--- src/rtl/pulse_train_gen.sv ---
// pulse_train_gen: turns single-cycle start strobes into fixed-length high
// runs on a serial line, each separated by a guaranteed low gap. Requests that
// arrive while a run or gap is in progress wait in a saturating counter.
module pulse_train_gen #(
  parameter int HIGH_CYCLES = 3,
  parameter int GAP_CYCLES  = 1,
  parameter int PEND_W      = 2
) (
  input  logic              clk,
  input  logic              reset,
  input  logic              start,
  input  logic              abort,
  output logic              level_out,
  output logic              busy,
  output logic [PEND_W-1:0] pending,
  output logic              dropped
);

  localparam int CNT_MAX = (HIGH_CYCLES > GAP_CYCLES) ? HIGH_CYCLES : GAP_CYCLES;
  localparam int CNT_W   = (CNT_MAX > 1) ? $clog2(CNT_MAX) : 1;

  localparam logic [CNT_W-1:0]  CNT_HIGH_LOAD = CNT_W'(HIGH_CYCLES - 1);
  localparam logic [CNT_W-1:0]  CNT_GAP_LOAD  = CNT_W'(GAP_CYCLES - 1);
  localparam logic [CNT_W-1:0]  CNT_ZERO      = {CNT_W{1'b0}};
  localparam logic [CNT_W-1:0]  CNT_ONE       = CNT_W'(1);
  localparam logic [PEND_W-1:0] PEND_ZERO     = {PEND_W{1'b0}};
  localparam logic [PEND_W-1:0] PEND_ONE      = PEND_W'(1);
  localparam logic [PEND_W-1:0] PEND_MAX      = {PEND_W{1'b1}};

  typedef enum logic [1:0] {
    ST_IDLE = 2'b00,
    ST_HIGH = 2'b01,
    ST_GAP  = 2'b10,
    ST_BAD  = 2'b11
  } state_t;

  state_t              r_state;
  logic [CNT_W-1:0]    r_cnt;
  logic [PEND_W-1:0]   r_pend;
  logic                r_level;
  logic                r_busy;
  logic                r_drop;

  state_t              w_state_nxt;
  logic [CNT_W-1:0]    w_cnt_nxt;
  logic [PEND_W-1:0]   w_pend_nxt;
  logic                w_drop_nxt;
  logic                w_busy_nxt;
  logic                w_launch;
  logic                w_queue_start;
  logic                w_has_pend;
  logic                w_full;
  logic                w_cnt_zero;

  assign w_has_pend = (r_pend != PEND_ZERO);
  assign w_full     = (r_pend == PEND_MAX);
  assign w_cnt_zero = (r_cnt == CNT_ZERO);

  // Next-state, counter and queue bookkeeping; abort overrides everything.
  always_comb begin
    w_state_nxt   = r_state;
    w_cnt_nxt     = r_cnt;
    w_pend_nxt    = r_pend;
    w_drop_nxt    = 1'b0;
    w_launch      = 1'b0;
    w_queue_start = 1'b0;

    if (abort) begin
      w_state_nxt = ST_IDLE;
      w_cnt_nxt   = CNT_ZERO;
      w_pend_nxt  = PEND_ZERO;
    end else begin
      case (r_state)
        ST_IDLE: begin
          if (start || w_has_pend) begin
            w_launch = 1'b1;
          end else begin
            w_cnt_nxt = CNT_ZERO;
          end
        end
        ST_HIGH: begin
          w_queue_start = start;
          if (w_cnt_zero) begin
            w_state_nxt = ST_GAP;
            w_cnt_nxt   = CNT_GAP_LOAD;
          end else begin
            w_cnt_nxt = r_cnt - CNT_ONE;
          end
        end
        ST_GAP: begin
          if (w_cnt_zero && (start || w_has_pend)) begin
            w_launch = 1'b1;
          end else if (w_cnt_zero) begin
            w_state_nxt = ST_IDLE;
            w_cnt_nxt   = CNT_ZERO;
          end else begin
            w_cnt_nxt     = r_cnt - CNT_ONE;
            w_queue_start = start;
          end
        end
        default: begin
          w_state_nxt = ST_IDLE;
          w_cnt_nxt   = CNT_ZERO;
          w_pend_nxt  = PEND_ZERO;
        end
      endcase

      // A launch takes the queue head if there is one (a coincident start
      // then refills that slot); otherwise the start itself is the request.
      if (w_launch) begin
        w_state_nxt = ST_HIGH;
        w_cnt_nxt   = CNT_HIGH_LOAD;
        if (w_has_pend) begin
          w_pend_nxt = r_pend - PEND_ONE + PEND_W'(start);
        end else begin
          w_pend_nxt = PEND_ZERO;
        end
      end else if (w_queue_start) begin
        if (w_full) begin
          w_drop_nxt = 1'b1;
        end else begin
          w_pend_nxt = r_pend + PEND_ONE;
        end
      end else begin
        w_drop_nxt = 1'b0;
      end
    end
  end

  // busy falls as soon as the line enters its final low cycle with nothing
  // queued: from there it can only go idle unless a brand-new start arrives.
  always_comb begin
    w_busy_nxt = 1'b0;
    if (w_pend_nxt != PEND_ZERO) begin
      w_busy_nxt = 1'b1;
    end else if (w_state_nxt == ST_HIGH) begin
      w_busy_nxt = 1'b1;
    end else if ((w_state_nxt == ST_GAP) && (w_cnt_nxt != CNT_ZERO)) begin
      w_busy_nxt = 1'b1;
    end else begin
      w_busy_nxt = 1'b0;
    end
  end

  // State, counter, queue and all outputs are registered together.
  always_ff @(posedge clk or posedge reset) begin
    if (reset) begin
      r_state <= ST_IDLE;
      r_cnt   <= CNT_ZERO;
      r_pend  <= PEND_ZERO;
      r_level <= 1'b0;
      r_busy  <= 1'b0;
      r_drop  <= 1'b0;
    end else begin
      r_state <= w_state_nxt;
      r_cnt   <= w_cnt_nxt;
      r_pend  <= w_pend_nxt;
      r_level <= (w_state_nxt == ST_HIGH);
      r_busy  <= w_busy_nxt;
      r_drop  <= w_drop_nxt;
    end
  end

  assign level_out = r_level;
  assign busy      = r_busy;
  assign pending   = r_pend;
  assign dropped   = r_drop;

endmodule
--- config.mk ---
export PLATFORM = sky130hd
export DESIGN_NAME = pulse_train_gen
export DESIGN_NICKNAME = d
export VERILOG_FILES = /design/src/rtl/pulse_train_gen.sv
export SDC_FILE = /design/constraint.sdc
export NUM_CORES = 1
export LEC_CHECK = 0
export ABC_AREA = 0
export BUFFER_PORTS_ARGS = -buffer_cell sky130_fd_sc_hd__buf_2
export CAP_MARGIN = 5
export CORE_MARGIN = 2
export CORE_UTILIZATION = 45
export DETAILED_ROUTE_END_ITERATION = 6
export GPL_TIMING_DRIVEN = 0
export PLACE_DENSITY = 0.66
export SLEW_MARGIN = 20
export SYNTH_ARGS = -nofsm -noshare
export SYNTH_HDL_FRONTEND = slang
export SYNTH_SLANG_ARGS = --single-unit
--- constraint.sdc ---
create_clock -name clk -period 2.55 [get_ports clk]
set_clock_uncertainty 0.05 [all_clocks]
set_input_delay 0.1275 -clock clk [delete_from_list [all_inputs] [get_ports clk]]
set_output_delay 0.1275 -clock clk [all_outputs]
set_load 0.05 [all_outputs]
Yosys cells after proc, flatten, opt, wreduce, memory -nomap -nowiden --
Cells that the tools add are included.
Storage, ports and cells: input port bits 4, register bits after elaboration 9
Operators by class: reduce and logical (&&, ||, !) cells 9, equality and inequality tests 5, add/subtract/negate cells 4, mux-type cells 33
Operators with widths (number):
- $mux W2 | 16
- $mux W1 | 13
- $pmux W2 S3 | 2
- $eq A2 B2 Y1 const B | 3
- $reduce_bool A2 Y1 | 3
- $eq A2 B1 Y1 const B | 2
- $logic_not A2 Y1 | 2
- $pmux W1 S2 | 2
- $sub A2 B1 Y2 const B | 2
- $reduce_or A3 Y1 | 1
- $add A2 B1 Y2 | 1
- $add A2 B1 Y2 const B | 1
- $logic_and A1 B1 Y1 | 2
- $logic_or A1 B1 Y1 | 1

Depth between registers and ports, before layout --
Gate-level depths: netlist of the first run.
depth after elaboration 13, gate-level depth with buffers 7

Worst setup path after synthesis of the first run --
Ideal clock, no wire load.
kind register -> register, from register r_pend[0], in the netlist pending[0], to register r_busy, in the netlist busy, required time 2361 ps, path slack 275 ps, clock period less this slack 2275 ps, library setup time 139 ps, arrival 2086 ps, cell stages (with the launch flop) 8, path through dfrtp_1 > inv_1 > ha_1 > and2b_1 > o21bai_1 > nand2b_1 > o22ai_1 > or4_1
RTL lines:
- start, declared | line 39 | logic [PEND_W-1:0] r_pend;
- start signal, assigned | line 157 | r_pend <= w_pend_nxt;
- $reduce_bool A2 Y1 | line 55 | assign w_has_pend = (r_pend != PEND_ZERO);
- $logic_or A1 B1 Y1 | line 75, 91
- $logic_and A1 B1 Y1 | line 91 | if (w_cnt_zero && (start || w_has_pend)) begin
- $mux W1 | line 91
- $pmux W1 S2 | line 73 | case (r_state)
- $mux W1 | line 68 | if (abort) begin
- $mux W2 | line 118 | end else if (w_queue_start) begin
- $mux W2 (*) | line 110 | if (w_launch) begin
- $mux W2 (*) | line 68
- via w_pend_nxt[0] | line 46 | logic [PEND_W-1:0] w_pend_nxt;
- $reduce_bool A2 Y1 (*) | line 134 | if (w_pend_nxt != PEND_ZERO) begin
- $mux W1 (*) | line 134
- via w_busy_nxt | line 48 | logic w_busy_nxt;
- end signal, assigned | line 159 | r_busy <= w_busy_nxt;
- end, declared | line 41 | logic r_busy;
Mark *: on every way through the listed nets, which the timed path passes. The rest lies on a longest branch. The select of a mux whose other input is x is not followed.

Worst setup path after layout of the first run --
from register r_state[1], to register r_busy, in the netlist busy
RTL lines:
- start, declared | line 37 | state_t r_state;
- start signal, assigned | line 155 | r_state <= w_state_nxt;
- $eq A2 B2 Y1 (tied with other cells) | line 73
- $reduce_or A3 Y1 (no line)
- $mux W2 | line 73
- $mux W2 | line 119 | if (w_full) begin
- $mux W2 | line 118
- $mux W2 (*) | line 110
- $mux W2 (*) | line 68
- via w_pend_nxt[0] | line 46
- $reduce_bool A2 Y1 (*) | line 134
- $mux W1 (*) | line 134
- via w_busy_nxt | line 48
Marked as above.

==> results of run 1 <==
-- worst max-delay path by stage --
stage          startpoint  endpoint  slack (ps)
6_report       r_state[1]      busy         220
5_1_grt        r_state[1]      busy          60
4_1_cts        r_state[1]      busy         210
3_5_place_dp   r_state[1]      busy         220
3_3_place_gp   r_state[1]      busy         260
2_1_floorplan  pending[0]      busy         280
-- power groups by stage --
stage / clock [mW] / sequential, mW / combinational (mW)
2_1_floorplan: 0 / 0.185 / 0.0556
3_3_place_gp: 0 / 0.165 / 0.0987
3_5_place_dp: 0 / 0.165 / 0.0996
4_1_cts: 0.109 / 0.163 / 0.101
5_1_grt: 0.114 / 0.165 / 0.112
6_report: 0.105 / 0.163 / 0.101
-- per-stage QoR --
stage	cells	hold WS, ps
after floorplan	62	-94.6
after global placement	85	41.5
after detailed placement	85	50.9
after CTS	90	40.6
after global routing	90	58.6
final	90	49.6
-- registers in the layout, indices dropped and copies added (netlist names) --
name	cells
level_out	1
r_cnt	2
busy	1
dropped	1
r_state	2
pending	2
-- cells in the final DEF (no fill, tap or decap), types with 2 or more instances in the layout --
master	n
inv_1	8
mux2i_1	3
o21ai_0	2
nor4b_1	2
nor3_1	4
dfrtp_1	9
ha_1	7
nand2_1	3
o22ai_1	2
clkbuf_4	3
o211ai_1	3
nor2_1	5
nand2b_1	2
buf_2	8
-- critical path, stage by stage, from the launching register on --
cell and delay, ps:
dfrtp_1 420, inv_1 110, ha_1 250, o211ai_1 140, nor3_1 350, mux2i_1 250, o22ai_1 110, or4_1 520
-- final cells by class --
class,instances,share of cell area (%)
Clock buffer,4,3.85
Inverter,8,4.40
Multi-Input combinational cell,45,48.7
Sequential cell,9,33.0
Tap cell,15,2.75
Timing Repair Buffer,9,7.33
-- kinds of logic (layout without fill, tap and decap cells) --
family	Yosys count	count (layout)	share of synthesized area, %
simple gates	25	25	24.5
compound gates	9	9	10.6
flops	9	9	38.3
buf+inv	8	21	5.11
fa+ha+maj	7	7	14.9
mux	3	3	5.11
xor+xnor	1	1	1.49
-- routing by layer --
layer / share of wire [%] / global-route usage [%]
met3: 3.4 / 2.22
met1: 50 / 22.1
met5: 0 / 0
met4: 1.9 / 12.9
met2: 45 / 25.0
==> run metrics, run 1 <==
status=finished clean; DP Area=647 um^2; HPWL Detailed=between 800 and 900 um; I/O Pins=9; first drt pass iteration count=4; antenna cell count=0; most area-hungry cell type in the Yosys netlist=dfrtp_1; die width=approximately 40 um; count of input and output buffers=8; largest net degree at the start of global routing=10; Mapped Area=slightly below 600 um^2; CP Capture Type=flip-flop; Leak Pwr=between 0.3 and 0.4 nW; register area=about 230 um^2; largest fanout on the critical path=6; final hold vios=0; DRC=0; Initial Utilization=a little under half; Via density=5.41; CTS sink count=9; share of cells above drive strength 1=17.3%; DRT iter0 DRCs=15; post-synth cell types=24; Yosys top cell area share=around two fifths; WP data required=2620 ps; maxcap violations=0; Hold Startpoint=abort; PD cells=around 540 nW/um^2; Reg clk slew, reported paths=about 60 ps; Die Y=40.2 um; total die area=between 1500 and 2000 um^2; Reg2Reg Depth=7; initial antenna violation count=0; CTS root buffer=clkbuf_4; sequential power share=roughly 44%; switching part of the total power=32.5%; cell count after synthesis=62; Remaining Overflow, GRT=0; hold depth=2; overall routing resource usage=between 10% and 20%; async set-reset flop share out of synthesis=100%; Pwr Total=about 0.37 mW; Reg2Reg Launch Point=r_state[1]; synth warn=0; vias post-DR=487; first-pass GRT wire length=between 1.5 and 2 mm; Setup Slack @ Placement=approximately 220 ps; setup bufs post-CTS=0; top cells by instance count after synthesis=9 x dfrtp_1, 8 x inv_1, 7 x ha_1; Core ar.=1250 um^2; maximum vdd drop=between 0.0002 and 0.0003 V; Post-synth EDFFs=0; internal power=roughly 0.25 mW; Skew-Pair Late Insertion Delay=approximately 250 ps; RR Endpoint=busy; f_max=429 MHz; RSZ-0062 raised after global routing=no; CP arrival=2410 ps; synth top area cells=dfrtp_1 38%, ha_1 15%, mux2i_1 5.1%, inv_1 5.1%, o211ai_1 3.8%; worst reg2reg setup slack=~220 ps; post-route minimum period=2330 ps; syn_area_per_cell=~9.5 um^2; hold buffer count at CTS=1; final wirelength=approximately 1.1 mm; worst min path class=input pin to flip-flop; most common cell in the synthesized netlist=dfrtp_1; # rows=13; area of the multi-input gates=333 um^2; hold path endpoint=r_state[0]; final-report max-slew violation count=0; Net Sw Power=between 0.1 and 0.15 mW; Final period util=around nine tenths; critical path class=flip-flop to flip-flop; CTS Buf Count=3; vias in the first global route=approximately 420; Area Overhead vs Synth=16.2%; final instance area=about 680 um^2; actual slew at the worst max-slew pin=about 510 ps; Seq/Total Area, Yosys=38.3%; cts repair resizes=0; clock power share=between 20% and 30%; Rel. slew slack=between 60% and 70%; final core occ=about 55%; syn_nets=73; Placer Congestion=between 0.7 and 0.8; Max clock buf depth=2; Clock H-tree levels=1; CTS tree=done; Final setup viols=0; startpoint types=flip-flop; wire length per cell=around 12 um; total negative slack=0 ps; Post-DRT Antenna Nets=0; fin nets=87; Comb power frac=a little over a quarter; Top FF cell, synth=dfrtp_1; number of synthesized register bits=9; Fill cells=roughly 110; Final WS setup=roughly 220 ps
(Power assumes the default switching activity.)
==> inputs of run 2 (changes only) <==
--- a/config.mk
+++ b/config.mk
@@ -12,7 +12,7 @@
 export CORE_UTILIZATION = 45
 export DETAILED_ROUTE_END_ITERATION = 6
 export GPL_TIMING_DRIVEN = 0
-export PLACE_DENSITY = 0.66
+export PLACE_DENSITY_LB_ADDON = 0.05
 export SLEW_MARGIN = 20
 export SYNTH_ARGS = -nofsm -noshare
 export SYNTH_HDL_FRONTEND = slang
==> constraint.sdc (replaced) <==
create_clock -name clk -period 2.14 [get_ports clk]
set_clock_uncertainty 0.05 [all_clocks]
set_input_delay 0.107 -clock clk [delete_from_list [all_inputs] [get_ports clk]]
set_output_delay 0.107 -clock clk [all_outputs]
set_load 0.05 [all_outputs]
==> run metrics, run 2 (synthesis gave the netlist of run 1 again) <==
I/O Pins=9; RR Endpoint=busy; clock power share=about a quarter; worst min path class=input pin to flip-flop; first drt pass iteration count=4; CP Capture Type=flip-flop; CTS sink count=9; worst reg2reg setup slack=-40 ps; Reg2Reg Depth=7; Fill cells=100; Final period util=102%; CTS tree=done; PD cells=about 600 nW/um^2; status=finished, violations left; largest fanout on the critical path=6; Reg2Reg Launch Point=r_state[1]; total die area=roughly 1600 um^2; Clock H-tree levels=1; Remaining Overflow, GRT=0; failing checks=negative setup slack; final instance area=between 800 and 900 um^2; fin nets=about 90; post-route minimum period=approximately 2200 ps; DRC=0; overall routing resource usage=a little under a fifth; Max clock buf depth=2; CP arrival=2260 ps; fin cells=95; Final WS setup=-44.6 ps; Leak Pwr=approximately 0.37 nW; Placer Congestion=0.756; total negative slack=-44.6 ps; DRT iter0 DRCs=21; Skew-Pair Late Insertion Delay=roughly 250 ps; HPWL Detailed=about 850 um; worst-case hold slack=39.3 ps; critical path class=flip-flop to flip-flop; wire length per cell=about 14 um; WP data required=roughly 2200 ps; Hold Startpoint=abort; maxcap violations=0; final wirelength=roughly 1.3 mm; RSZ-0062 raised after global routing=yes; hold depth=2; Post-DRT Antenna Nets=0; commonest cells after routing, fill and taps aside=8 x buf_2, 5 x nor2_1, 5 x ha_4, 5 x dfrtp_1, 5 x buf_4; sequential power share=41.0%; CTS Buf Count=3; commonest non-fill, non-tap cell in the layout=buf_2; final-report max-slew violation count=0; largest net degree at the start of global routing=10; Die Y=approximately 40 um; antenna cell count=0; Area Overhead vs Synth=40.2%; final hold vios=0; Core ar.=between 1000 and 1500 um^2; Initial Utilization=a little under half; count of input and output buffers=8; Pwr Total=~0.49 mW; initial antenna violation count=0; vias post-DR=between 500 and 600; register area=~230 um^2; placed cells=between 80 and 90; vias in the first global route=452; startpoint types=flip-flop; die width=roughly 40 um; area of the multi-input gates=around 430 um^2; CTS root buffer=clkbuf_4; actual slew at the worst max-slew pin=508 ps; internal power=0.326 mW; first-pass GRT wire length=1.90 mm; Setup Slack @ Placement=-154 ps; Comb power frac=33.5%; DP Area=between 600 and 700 um^2; Via density=5.52; Final setup viols=1; hold path endpoint=r_state[0]; Net Sw Power=between 0.15 and 0.2 mW; maximum vdd drop=around 0.00046 V; Reg clk slew, reported paths=60 ps; final core occ=approximately two thirds; share of cells above drive strength 1=46.3%; f_max=between 400 and 500 MHz; switching part of the total power=roughly a third; # rows=13; Rel. slew slack=between 60% and 70%
run 2: worst max-delay path: stages, from the launching register on:
cell and delay [ps]:
dfrtp_2 470, inv_4 100, ha_4 150, or3b_1 340, o211ai_1 130, and3_4 240
nor3_2 50, or4_1 520
run 2: area by class of cell:
class,instances,area share (%)
inverter,8,4.25
multi-input combinational,45,51.7
sequential,9,27.9
timing repair buffer,14,10.6
clock buffer,4,3.19
tap,15,2.28
run 2: power groups by stage:
| stage | Clock [mW] | Sequential, mW | Combinational [mW] |
|---|---|---|---|
| 3_3_place_gp | 0 | 0.197 | 0.119 |
| 5_1_grt | 0.139 | 0.204 | 0.180 |
| 4_1_cts | 0.131 | 0.195 | 0.134 |
| 6_report | 0.126 | 0.202 | 0.165 |
| 3_5_place_dp | 0 | 0.197 | 0.118 |
| 2_1_floorplan | 0 | 0.220 | 0.0663 |
run 2: worst max-delay path by stage:
stage          endpoint  startpoint  cells after the start
2_1_floorplan      busy  pending[0]                      7
3_3_place_gp       busy  r_state[1]                      7
5_1_grt            busy  r_state[1]                      7
6_report           busy  r_state[1]                      7
3_5_place_dp       busy  r_state[1]                      7
4_1_cts            busy  r_state[0]                      6
run 2: metal layers:
metal / vias to the layer above / track usage (%) / part of all wire, %
met5: - / 0 / 0
met4: 0 / 12.9 / 0
met3: 0 / 1.67 / 4.2
met2: 16 / 29.4 / 52
met1: 249 / 23.6 / 44
li1: 259 / - / -
run 2: repair_timing:
action | 4_1_cts | 5_1_grt
setup endpoints to repair | 1 | 1
cloned | 0 | 0
setup buffers | 4 | 1
endpoints found under the hold margin | 9 | 0
hold buffers | 1 | 0
pin swaps | 5 | 8
gates resized for setup | 7 | 16
==> inputs of run 3 (changes only) <==
==> constraint.sdc (replaced) <==
create_clock -name clk -period 2.3 [get_ports clk]
set_clock_uncertainty 0.05 [all_clocks]
set_input_delay 0.115 -clock clk [delete_from_list [all_inputs] [get_ports clk]]
set_output_delay 0.115 -clock clk [all_outputs]
set_load 0.05 [all_outputs]
==> run metrics, run 3 (synthesis gave the netlist of run 1 again) <==
status=finished clean; Core ar.=between 1000 and 1500 um^2; wire length per cell=between 10 and 15 um; Reg2Reg Depth=7; Final setup viols=0; maximum vdd drop=0.000391 V; startpoint types=flip-flop; overall routing resource usage=15.6%; fin nets=93; total negative slack=0 ps; Hold Startpoint=abort; CTS sink count=9; worst reg2reg setup slack=70 ps; Placer Congestion=0.757; first drt pass iteration count=5; placed cells=85; DRT iter0 DRCs=14; CTS root buffer=clkbuf_4; initial antenna violation count=0; WP data required=2370 ps; Post-DRT Antenna Nets=0; fin cells=96; largest net degree at the start of global routing=10; Skew-Pair Late Insertion Delay=~250 ps; commonest non-fill, non-tap cell in the layout=buf_2; internal power=between 0.3 and 0.4 mW; Clock H-tree levels=1; largest fanout on the critical path=6; sequential power share=40.5%; final wirelength=roughly 1.3 mm; CP Launch Point=r_state[0]; actual slew at the worst max-slew pin=approximately 340 ps; Via density=roughly 5.5; critical path class=flip-flop to flip-flop; Remaining Overflow, GRT=0; worst min path class=input pin to flip-flop; CTS Buf Count=3; clock power share=between 20% and 30%; vias in the first global route=a little over 400; post-route minimum period=about 2200 ps; Net Sw Power=approximately 0.15 mW; crit path to=busy; # rows=13; CP arrival=around 2300 ps; commonest cells after routing, fill and taps aside=8 x buf_2, 7 x dfrtp_1, 6 x buf_4; Initial Utilization=47.0%; final-report max-slew violation count=0; I/O Pins=9; total die area=1610 um^2; Area Overhead vs Synth=35.7%; Die Y=between 40 and 50 um; PD cells=approximately 570 nW/um^2; hold depth=2; HPWL Detailed=just over 800 um; maxcap violations=0; DRC=0; vias post-DR=roughly 530; Comb power frac=between 30% and 40%; f_max=448 MHz; Leak Pwr=around 0.37 nW; Final period util=between 90% and 100%; first-pass GRT wire length=1.66 mm; Reg2Reg Launch Point=r_state[0]; count of input and output buffers=8; die width=between 40 and 50 um; switching part of the total power=32.4%; RR Endpoint=busy; Rel. slew slack=around 77%; CP Capture Type=flip-flop; final hold vios=0; CTS tree=done; Reg clk slew, reported paths=about 60 ps; worst-case hold slack=between 40 and 50 ps; share of cells above drive strength 1=42.0%; antenna cell count=0; Max clock buf depth=2
run 3: changes by cell type in the layout (fill, tap and decap cells not counted), sizes merged:
cell  before  now
buf       13   14
run 3: routing by layer:
layer  vias up  wire length, um  GRT usage [%]
met1       249              563           20.3
met3         6               48           1.67
met2        16              650           25.4
li1        258                -              -
met5         -                0              0
met4         0               35           7.76
run 3: what timing repair did:
item | CTS | global route
pin swaps | 0 | 5
buffers inserted | 0 | 6
resized for setup | 1 | 16
cloned | 0 | 0
endpoints found under the hold margin | 9 | 0
hold buffers | 1 | 0
setup endpoints to repair | 1 | 1
run 3: worst min-delay path by stage:
stage | end | slack [ps]
after floorplan | busy | -110
after global placement | r_state[0] | 30
after detailed placement | r_state[0] | 30
after CTS | r_cnt[1] | 40
after global routing | r_cnt[1] | 50
final | r_state[0] | 50
run 3: critical path: stages (launching register included):
cell and delay, ps:
dfrtp_2 420, buf_4 160, ha_4 170, o21ai_0 220, o211ai_1 150, and3_1 230
and3_2 180, or4_4 520
run 3: area by class of cell:
type | instances | area, um^2
clock buffer | 4 | 26.3
fill | 108 | 454
inverter | 8 | 30.0
multi-input combinational | 45 | 400
sequential | 9 | 228
tap | 15 | 18.8
timing repair buffer | 15 | 95.1
run 3: power by group through the flow:
stage	registers (mW)	logic, mW	clock network (mW)
floorplan	0.205	0.0617	0
global placement	0.183	0.111	0
detailed placement	0.183	0.110	0
CTS	0.180	0.112	0.116
global route	0.183	0.171	0.126
finish	0.183	0.156	0.112
run 3: stage by stage:
step                utilization [%]  area [um^2]  setup slack [ps]  power [mW]
floorplan                         -          588              25.1       0.266
global placement               51.6          647             -19.8       0.294
detailed placement             51.6          647             -23.9       0.292
CTS                            54.9          688              20.5       0.409
global route                   63.7          798             -23.4       0.481
finish                         63.7          798              66.9       0.451
